`src/rtl/seg7_scan_ctrl.sv`:
```
// Multiplexed seven-segment scan controller: hex decode, leading-zero blanking,
// per-digit decimal points and frame-synchronised double-buffered digit data.

module seg7_scan_ctrl_chk #(
  parameter int NUM_DIGITS     = 8,
  parameter int SCAN_DIV       = 50000,
  parameter int DIV_W          = 16,
  parameter int IDX_W          = 3,
  parameter bit SEL_ACTIVE_LOW = 1'b1
) (
  input logic                  i_clk,
  input logic                  i_rstn,
  input logic [DIV_W-1:0]      i_div_cnt,
  input logic [IDX_W-1:0]      i_idx,
  input logic [NUM_DIGITS-1:0] i_sel,
  input logic                  i_frame
);
  localparam logic [DIV_W-1:0]      DIV_LAST = DIV_W'(SCAN_DIV - 1);
  localparam logic [IDX_W-1:0]      IDX_LAST = IDX_W'(NUM_DIGITS - 1);
  localparam logic [NUM_DIGITS-1:0] SEL_OFF  = {NUM_DIGITS{SEL_ACTIVE_LOW}};

  a_div_range: assert property (@(posedge i_clk) disable iff (!i_rstn)
    i_div_cnt <= DIV_LAST);

  a_idx_range: assert property (@(posedge i_clk) disable iff (!i_rstn)
    i_idx <= IDX_LAST);

  // The strobe is only ever seen at the very start of a frame.
  a_frame_start: assert property (@(posedge i_clk) disable iff (!i_rstn)
    i_frame |-> (i_idx == {IDX_W{1'b0}}) && (i_div_cnt == {DIV_W{1'b0}}));

  a_sel_onehot: assert property (@(posedge i_clk) disable iff (!i_rstn)
    $onehot0(i_sel ^ SEL_OFF));
endmodule

module seg7_scan_ctrl #(
  parameter int NUM_DIGITS     = 8,
  parameter int SCAN_DIV       = 50000,
  parameter bit SEG_ACTIVE_LOW = 1'b1,
  parameter bit SEL_ACTIVE_LOW = 1'b1
) (
  input  logic                    clk,
  input  logic                    rstn,
  input  logic [4*NUM_DIGITS-1:0] data_i,
  input  logic [NUM_DIGITS-1:0]   dp_i,
  input  logic                    load_i,
  input  logic                    blank_lz_i,
  input  logic                    en_i,
  output logic [NUM_DIGITS-1:0]   tube_sel_o,
  output logic [7:0]              tube_char_o,
  output logic                    frame_o
);
  localparam int DW    = 4 * NUM_DIGITS;
  localparam int DIV_W = (SCAN_DIV > 1) ? $clog2(SCAN_DIV) : 1;
  localparam int IDX_W = (NUM_DIGITS > 1) ? $clog2(NUM_DIGITS) : 1;

  localparam logic [DIV_W-1:0]      DIV_LAST = DIV_W'(SCAN_DIV - 1);
  localparam logic [DIV_W-1:0]      DIV_ONE  = DIV_W'(1);
  localparam logic [IDX_W-1:0]      IDX_LAST = IDX_W'(NUM_DIGITS - 1);
  localparam logic [IDX_W-1:0]      IDX_ONE  = IDX_W'(1);
  localparam logic [NUM_DIGITS-1:0] SEL_OFF  = {NUM_DIGITS{SEL_ACTIVE_LOW}};
  localparam logic [7:0]            SEG_OFF  = {8{SEG_ACTIVE_LOW}};

  function automatic logic [6:0] hex_to_seg(input logic [3:0] nib);
    logic [6:0] seg;
    case (nib)
      4'h0:    seg = 7'h3F;
      4'h1:    seg = 7'h06;
      4'h2:    seg = 7'h5B;
      4'h3:    seg = 7'h4F;
      4'h4:    seg = 7'h66;
      4'h5:    seg = 7'h6D;
      4'h6:    seg = 7'h7D;
      4'h7:    seg = 7'h07;
      4'h8:    seg = 7'h7F;
      4'h9:    seg = 7'h6F;
      4'hA:    seg = 7'h77;
      4'hB:    seg = 7'h7C;
      4'hC:    seg = 7'h39;
      4'hD:    seg = 7'h5E;
      4'hE:    seg = 7'h79;
      4'hF:    seg = 7'h71;
      default: seg = 7'h00;
    endcase
    return seg;
  endfunction

  logic [DIV_W-1:0]      r_div_cnt;
  logic [IDX_W-1:0]      r_idx;
  logic [DW-1:0]         r_shown_data;
  logic [NUM_DIGITS-1:0] r_shown_dp;
  logic [DW-1:0]         r_pend_data;
  logic [NUM_DIGITS-1:0] r_pend_dp;
  logic                  r_pend_vld;
  logic [NUM_DIGITS-1:0] r_sel;
  logic [7:0]            r_char;
  logic                  r_frame;

  logic                  w_div_tc;
  logic                  w_wrap;
  logic                  w_zero_run;
  logic [NUM_DIGITS-1:0] w_lz;
  logic [NUM_DIGITS-1:0] w_onehot;
  logic [3:0]            w_cur_nib;
  logic                  w_cur_dp;
  logic                  w_cur_lz;
  logic                  w_blank;
  logic [6:0]            w_seg;
  logic [NUM_DIGITS-1:0] w_sel_nxt;
  logic [7:0]            w_char_nxt;

  assign w_div_tc = (r_div_cnt == DIV_LAST);
  assign w_wrap   = w_div_tc && (r_idx == IDX_LAST);

  // Scan timing: per-digit dwell counter and digit index.
  always_ff @(posedge clk or negedge rstn) begin
    if (!rstn) begin
      r_div_cnt <= {DIV_W{1'b0}};
      r_idx     <= {IDX_W{1'b0}};
    end else if (w_div_tc) begin
      r_div_cnt <= {DIV_W{1'b0}};
      r_idx     <= w_wrap ? {IDX_W{1'b0}} : (r_idx + IDX_ONE);
    end else begin
      r_div_cnt <= r_div_cnt + DIV_ONE;
    end
  end

  // Double buffer: a load in the wrap cycle bypasses the pending stage.
  always_ff @(posedge clk or negedge rstn) begin
    if (!rstn) begin
      r_shown_data <= {DW{1'b0}};
      r_shown_dp   <= {NUM_DIGITS{1'b0}};
      r_pend_data  <= {DW{1'b0}};
      r_pend_dp    <= {NUM_DIGITS{1'b0}};
      r_pend_vld   <= 1'b0;
    end else if (w_wrap) begin
      if (load_i) begin
        r_shown_data <= data_i;
        r_shown_dp   <= dp_i;
      end else if (r_pend_vld) begin
        r_shown_data <= r_pend_data;
        r_shown_dp   <= r_pend_dp;
      end
      r_pend_vld <= 1'b0;
    end else if (load_i) begin
      r_pend_data <= data_i;
      r_pend_dp   <= dp_i;
      r_pend_vld  <= 1'b1;
    end
  end

  // Leading-zero map and AND-OR selection of the current digit's fields.
  always_comb begin
    w_zero_run = 1'b1;
    w_lz       = {NUM_DIGITS{1'b0}};
    w_onehot   = {NUM_DIGITS{1'b0}};
    w_cur_nib  = 4'h0;
    w_cur_dp   = 1'b0;
    w_cur_lz   = 1'b0;
    for (int k = NUM_DIGITS - 1; k >= 0; k--) begin
      w_zero_run = w_zero_run & (r_shown_data[4*k +: 4] == 4'h0);
      w_lz[k]    = w_zero_run;
    end
    for (int k = 0; k < NUM_DIGITS; k++) begin
      w_onehot[k] = (r_idx == IDX_W'(k));
      w_cur_nib   = w_cur_nib | (r_shown_data[4*k +: 4] & {4{w_onehot[k]}});
      w_cur_dp    = w_cur_dp | (r_shown_dp[k] & w_onehot[k]);
      w_cur_lz    = w_cur_lz | (w_lz[k] & w_onehot[k]);
    end
  end

  // Glyph, blanking, polarity and enable gating for the next output word.
  always_comb begin
    w_blank    = blank_lz_i & w_cur_lz & (r_idx != {IDX_W{1'b0}});
    w_seg      = w_blank ? 7'h00 : hex_to_seg(w_cur_nib);
    w_char_nxt = {w_cur_dp, w_seg} ^ SEG_OFF;
    if (en_i) begin
      w_sel_nxt = w_onehot ^ SEL_OFF;
    end else begin
      w_sel_nxt = SEL_OFF;
    end
  end

  // Output registers; these lag the digit index by one clock.
  always_ff @(posedge clk or negedge rstn) begin
    if (!rstn) begin
      r_sel   <= SEL_OFF;
      r_char  <= SEG_OFF;
      r_frame <= 1'b0;
    end else begin
      r_sel   <= w_sel_nxt;
      r_char  <= w_char_nxt;
      r_frame <= w_wrap;
    end
  end

  assign tube_sel_o  = r_sel;
  assign tube_char_o = r_char;
  assign frame_o     = r_frame;

  seg7_scan_ctrl_chk #(
    .NUM_DIGITS     (NUM_DIGITS),
    .SCAN_DIV       (SCAN_DIV),
    .DIV_W          (DIV_W),
    .IDX_W          (IDX_W),
    .SEL_ACTIVE_LOW (SEL_ACTIVE_LOW)
  ) u_chk (
    .i_clk     (clk),
    .i_rstn    (rstn),
    .i_div_cnt (r_div_cnt),
    .i_idx     (r_idx),
    .i_sel     (r_sel),
    .i_frame   (r_frame)
  );
endmodule

```
`config.mk`:
```
export PLATFORM = sky130hd
export DESIGN_NAME = seg7_scan_ctrl
export DESIGN_NICKNAME = d
export VERILOG_FILES = /design/src/rtl/seg7_scan_ctrl.sv
export SDC_FILE = /design/constraint.sdc
export NUM_CORES = 1
export LEC_CHECK = 0
export ABC_CLOCK_PERIOD_IN_PS = 6200
export BUFFER_PORTS_ARGS = -buffer_cell sky130_fd_sc_hd__buf_2
export CORE_MARGIN = 4
export CORE_UTILIZATION = 45
export DETAILED_ROUTE_END_ITERATION = 16
export PLACE_DENSITY_LB_ADDON = 0.1
export REMOVE_ABC_BUFFERS = 1
export SETUP_SLACK_MARGIN = 0.5
export SLEW_MARGIN = 10
export SYNTH_ARGS = -nofsm -noshare
export SYNTH_HDL_FRONTEND = slang
export SYNTH_SLANG_ARGS = --single-unit
export TNS_END_PERCENT = 5
```
`constraint.sdc`:
```
create_clock -name clk -period 6.2 [get_ports clk]
set_input_delay 0 -clock clk [delete_from_list [all_inputs] [get_ports clk]]
set_output_delay 0 -clock clk [all_outputs]
set_load 0.005 [all_outputs]
```
## Yosys cells after proc, flatten, opt, wreduce, memory -nomap -nowiden

Memories as Yosys holds them, arrays and structs flattened.
Index checks and enable logic that the tools add are counted.

| cells by class | value |
|---|---|
| equal/unequal tests | 8 |
| bitwise logic cells | 57 |
| add/subtract/negate cells | 2 |
| reductions and logical operators | 15 |
| muxes and demuxes | 10 |

Operators by type and width:

| cell | count |
|---|---|
| 32-bit two-way mux | 2 |
| 4-bit bitwise AND | 8 |
| 4-bit logical NOT | 8 |
| 4-bit bitwise OR | 7 |
| 1-bit bitwise AND | 25 |
| 8-bit two-way mux | 3 |
| 16-bit by 1-bit adder with 16-bit output, second input constant | 1 |
| 16-bit == test, second input constant | 1 |
| 16-bit two-way mux | 1 |
| 8-bit inverter | 2 |
| 1-bit bitwise OR | 14 |
| 3-bit == test, second input constant | 4 |
| 7-bit two-way mux | 1 |
| 3-bit by 2-bit == test with 1-bit output, second input constant | 2 |
| 2-bit AND reduction | 2 |
| 2-bit nonzero test | 2 |
| 3-bit by 1-bit adder with 3-bit output, second input constant | 1 |
| 3-bit by 1-bit == test with 1-bit output, second input constant | 1 |
| 3-bit logical NOT | 1 |
| 3-bit two-way mux | 1 |
| 3-bit nonzero test | 1 |
| 1-bit two-way mux | 2 |
| 1-bit logical AND | 1 |
| 1-bit inverter | 1 |

| word-level totals | value |
|---|---|
| register bits after elaboration | 117 |
| bits in read-only memories | 112 |
| memories | 1 |
| word-level logic and storage cells | 103 |

Memory list:

| name | depth | width | read ports | clocked after memory_dff | wr ports | RTL line | RTL |
|---|---|---|---|---|---|---|---|
| (no name shown) | 16 | 7 | 1 | 0 | 0 | 66 | `case (nib)` |

## Logic depth before layout (Yosys ltp)

| logic depth | value |
|---|---|
| word-level depth | 20 |
| gate-level depth with buffers | 12 |
| mapped depth without buffers | 11 |

## Worst setup path before layout

Ideal clock, no wire load.

| timing path | value |
|---|---|
| path kind | flip-flop to flip-flop |
| start | register r_idx[0] |
| end | register r_char[5], in the netlist tube_char_o[5] |
| setup slack | 3654 ps |
| required time | 6094 ps |
| stages on the path, launching flop included | 13 |
| arrival | 2440 ps |
| buffers on the path | 1 |
| clock period less this slack | 2546 ps |
| cells stage by stage | dfrtp_1 > inv_1 > ha_1 > buf_1 > a222oi_1 > nand2_1 > a222oi_1 > inv_1 > ha_1 > inv_1 > nor3_1 > a21oi_1 > o221ai_1 |

| between the ends | value |
|---|---|
| word-level cells in the longest chain between the ends | 13 |
| elaborated cells on any way between the ends | 44 |

RTL lines:

| item | RTL line | RTL |
|---|---|---|
| start: declaration | 89 | `logic [IDX_W-1:0] r_idx;` |
| start signal: assignment | 119 | `r_idx <= {IDX_W{1'b0}};` |
| start signal: assignment | 122 | `r_idx <= w_wrap ? {IDX_W{1'b0}} : (r_idx + IDX_ONE);` |
| branches (longest 11 deep; another with memory read 16 x 7 bit) | - |  |
| 7-bit two-way mux (*) | 175 | `w_seg = w_blank ? 7'h00 : hex_to_seg(w_cur_nib);` |
| 8-bit inverter (no line) (*) | - |  |
| via w_char_nxt[5] | 110 | `logic [7:0] w_char_nxt;` |
| end signal: assignment | 192 | `r_char <= w_char_nxt;` |
| end: declaration | 96 | `logic [7:0] r_char;` |

Mark *: on every way through the listed nets, which the timed path passes.
A chain may end at the register's enable or synchronous reset.

## Worst setup path in the final report

| timing path | value |
|---|---|
| start | register r_idx[2] |
| end | register r_char[3], in the netlist tube_char_o[3] |

Same word-level chain as after synthesis.

==> metrics.yaml <==
status: "completed"
drv_cap: 0
cts_sinks: 117
internal_power_mw: 1.50
crit_path_frequent_cell: "inv_1"
cp_cell_sequence: "inv_1, ha_1, a222oi_1, inv_1, ha_1, inv_1, a21oi_1, a211oi_1, o21ai_0"
vias_per_cell: 5.34
dpl_worst_slack_ps: 2970
grt_max_degree: 77
initial_core_util: 0.458
worst_slew_margin_rel: 0.327
layout_commonest_cell: "dfrtp_1"
dp.final_hpwl_um: 7880
synth_ff_type: "dfrtp_1"
antenna_found_initial: 0
worst_setup_path_start_kind: "flip-flop"
netlist_instances: 477
dieArea_um2: 14000
async_reset_ff_frac: 1.00
placed_area_um2: 5860
slew_viol_final: 0
yosys_warnings: 0
syn_area_per_cell_um2: 11.5
syn2layout_area_growth_pct: 25.5
coreArea_um2: 12000
rsz0062_at_grt: "no"
worst_slack_ps: 2950
slowest_delay_ps: 930
layout.cells.non_filler: 737
crit_type: "flip-flop to flip-flop"
timing.setup.tns_ps: 0
rows: 40
switching_power_mw: 0.398
worstPathArrival_ps: 3550
finalPower_mw: 1.90
syn_area_um2: 5480
p_comb_frac: 0.064
dieHeight_um: 118
drive_above_1_share: 0.268
cts_inserted_buffers: 17
critical_path_depth: 9
grtUsageTotal: 0.181
crit_family: "compound AO/OA/AOI/OAI gates"
endpoint_kind: "flip-flop"
power.share.sequential: 0.424
wire_per_inst_um: 15.9
final_nets: 635
worstMarginPinSlew_ps: 1010
crit_required_ps: 6500
yosysSeqAreaShare: 0.538
period_needed_ps: 3250
swShare: 0.210
p_clk_frac: 0.513
cellPowerDensity_nw_per_um2: 276
synth_seq_cells: 117
ir_drop_v: 0.000171
leakagePower_nw: 3.11
drc_errors: 0
num_vias: 3934
grt_pass1_wl_um: 20200
drt_wl_total_um: 11700
crit_fanout: 18
synth.distinct_cells: 54
r2r_cells: 9
nFillCells: 1033
setup_viol: 0
fin_util: 0.575
synth_enable_flop_cells: 0
crit_buf_inv: 3
hold_viol: 0
final_cell_mix: "dfrtp_1 (101), nand2_1 (61), buf_2 (60)"
place_inst: 663
clk-insertion-delay-late_ps: 410
fmax_mhz: 307
htree_num_levels: 4
cts_tree: "done"
grt_overflow: 0
antenna_cells: 0
fin_crit_sh: 0.525
cts_root_buf: "clkbuf_16"
holdCritPathClass: "primary input to async pin"
io_buffers: 61
die_w_um: 118
place.gp.congestion: 0.910
boundaryPins: 62
holdWs_ps: 116
fin_area_um2: 6870
finClkSkew_ps: 9.37
cts.repair.resized: 0
clockBufferDepth: 2
rrSetupSlack_ps: 2950
first_iter_violations: 248
slowest_stage: "a222oi_1"
grt_pass1_vias: 3991
drtAntennaViolNets: 0
drt_first_pass_iters: 5
path_clk_slew_ps: 50
power groups by stage:
| stage | Clock, mW | Combinational [mW] | Sequential (mW) |
|---|---|---|---|
| floorplan | 0 | 0.0513 | 0.813 |
| global placement | 0 | 0.102 | 0.815 |
| detailed placement | 0 | 0.103 | 0.816 |
| CTS | 0.993 | 0.123 | 0.804 |
| global route | 1.03 | 0.136 | 0.807 |
| finish | 0.973 | 0.121 | 0.804 |
sequential cells by signal, summed over array words and instances, names as in the netlist:
name and count:
r_pend_data 32, r_shown_data 32, r_div_cnt 16, r_pend_dp 8, r_shown_dp 8, tube_char_o 8, tube_sel_o 8, r_idx 3
frame_o 1, r_pend_vld 1
routing by layer:
| metal | vias to the layer above | track usage | part of all wire |
|---|---|---|---|
| li1 | 1941 | - | - |
| met5 | - | 0 | 0 |
| met3 | 12 | 0.0541 | 0.043 |
| met4 | 0 | 0.0623 | 0.010 |
| met1 | 1897 | 0.243 | 0.48 |
| met2 | 84 | 0.282 | 0.47 |
Yosys cell counts (2+ instances only):
master | instances | area share
xor2_1 | 4 | 0.0064
nor4_1 | 8 | 0.0091
buf_1 | 2 | 0.0014
dfrtp_1 | 101 | 0.46
mux2i_1 | 41 | 0.075
xnor2_1 | 6 | 0.0096
or2_2 | 2 | 0.0023
a211oi_1 | 4 | 0.0055
buf_2 | 11 | 0.010
nor2b_1 | 2 | 0.0023
a22o_1 | 2 | 0.0032
o21ai_0 | 9 | 0.0082
inv_1 | 9 | 0.0062
a21oi_1 | 10 | 0.0091
or4_1 | 2 | 0.0027
nor3_1 | 5 | 0.0046
nand4_1 | 4 | 0.0046
o211ai_1 | 3 | 0.0041
o21ai_1 | 41 | 0.037
mux2_1 | 2 | 0.0041
clkbuf_1 | 9 | 0.0062
nand3_1 | 9 | 0.0082
nand2_1 | 61 | 0.042
o22ai_1 | 3 | 0.0034
nor2_1 | 12 | 0.0082
buf_6 | 4 | 0.0082
a222oi_1 | 6 | 0.011
or3_1 | 3 | 0.0034
mux2_2 | 39 | 0.080
ha_1 | 13 | 0.030
a22oi_1 | 8 | 0.011
o221ai_1 | 3 | 0.0048
dfstp_2 | 16 | 0.077
and3_1 | 3 | 0.0034
layout make-up:
class,instances,area [um^2],area share
well taps,147,184,0.0268
clock inverters,8,96.3,0.0140
clock buffers,24,502,0.0730
multi-input cells,325,2350,0.342
inverters,9,33.8,0.00491
repair buffers,107,758,0.110
flip-flops and latches,117,2950,0.429
logic make-up after synthesis:
kind of cell / count (synthesis) / share of synthesized area
buf+inv: 35 / 0.0320
simple gates: 122 / 0.112
mux: 82 / 0.159
fa+ha+maj: 13 / 0.0297
compound gates: 98 / 0.113
flops: 117 / 0.538
xor+xnor: 10 / 0.0160
what timing repair did:
action                    4_1_cts  5_1_grt
hold endpoints to repair      129        0
hold buffers                   42        0
setup buffers                   0        0
final timing paths:
path                                   to           from
setup / recovery           tube_char_o[3]       r_idx[2]
hold / removal               r_div_cnt[9]           rstn
setup reg to reg           tube_char_o[3]       r_idx[2]
hold reg to reg            tube_char_o[7]  r_shown_dp[7]
max in group asynchronous  r_pend_data[8]           rstn
min in group clk           tube_char_o[2]     blank_lz_i
Note: power is estimated with default switching activity, not from simulation.
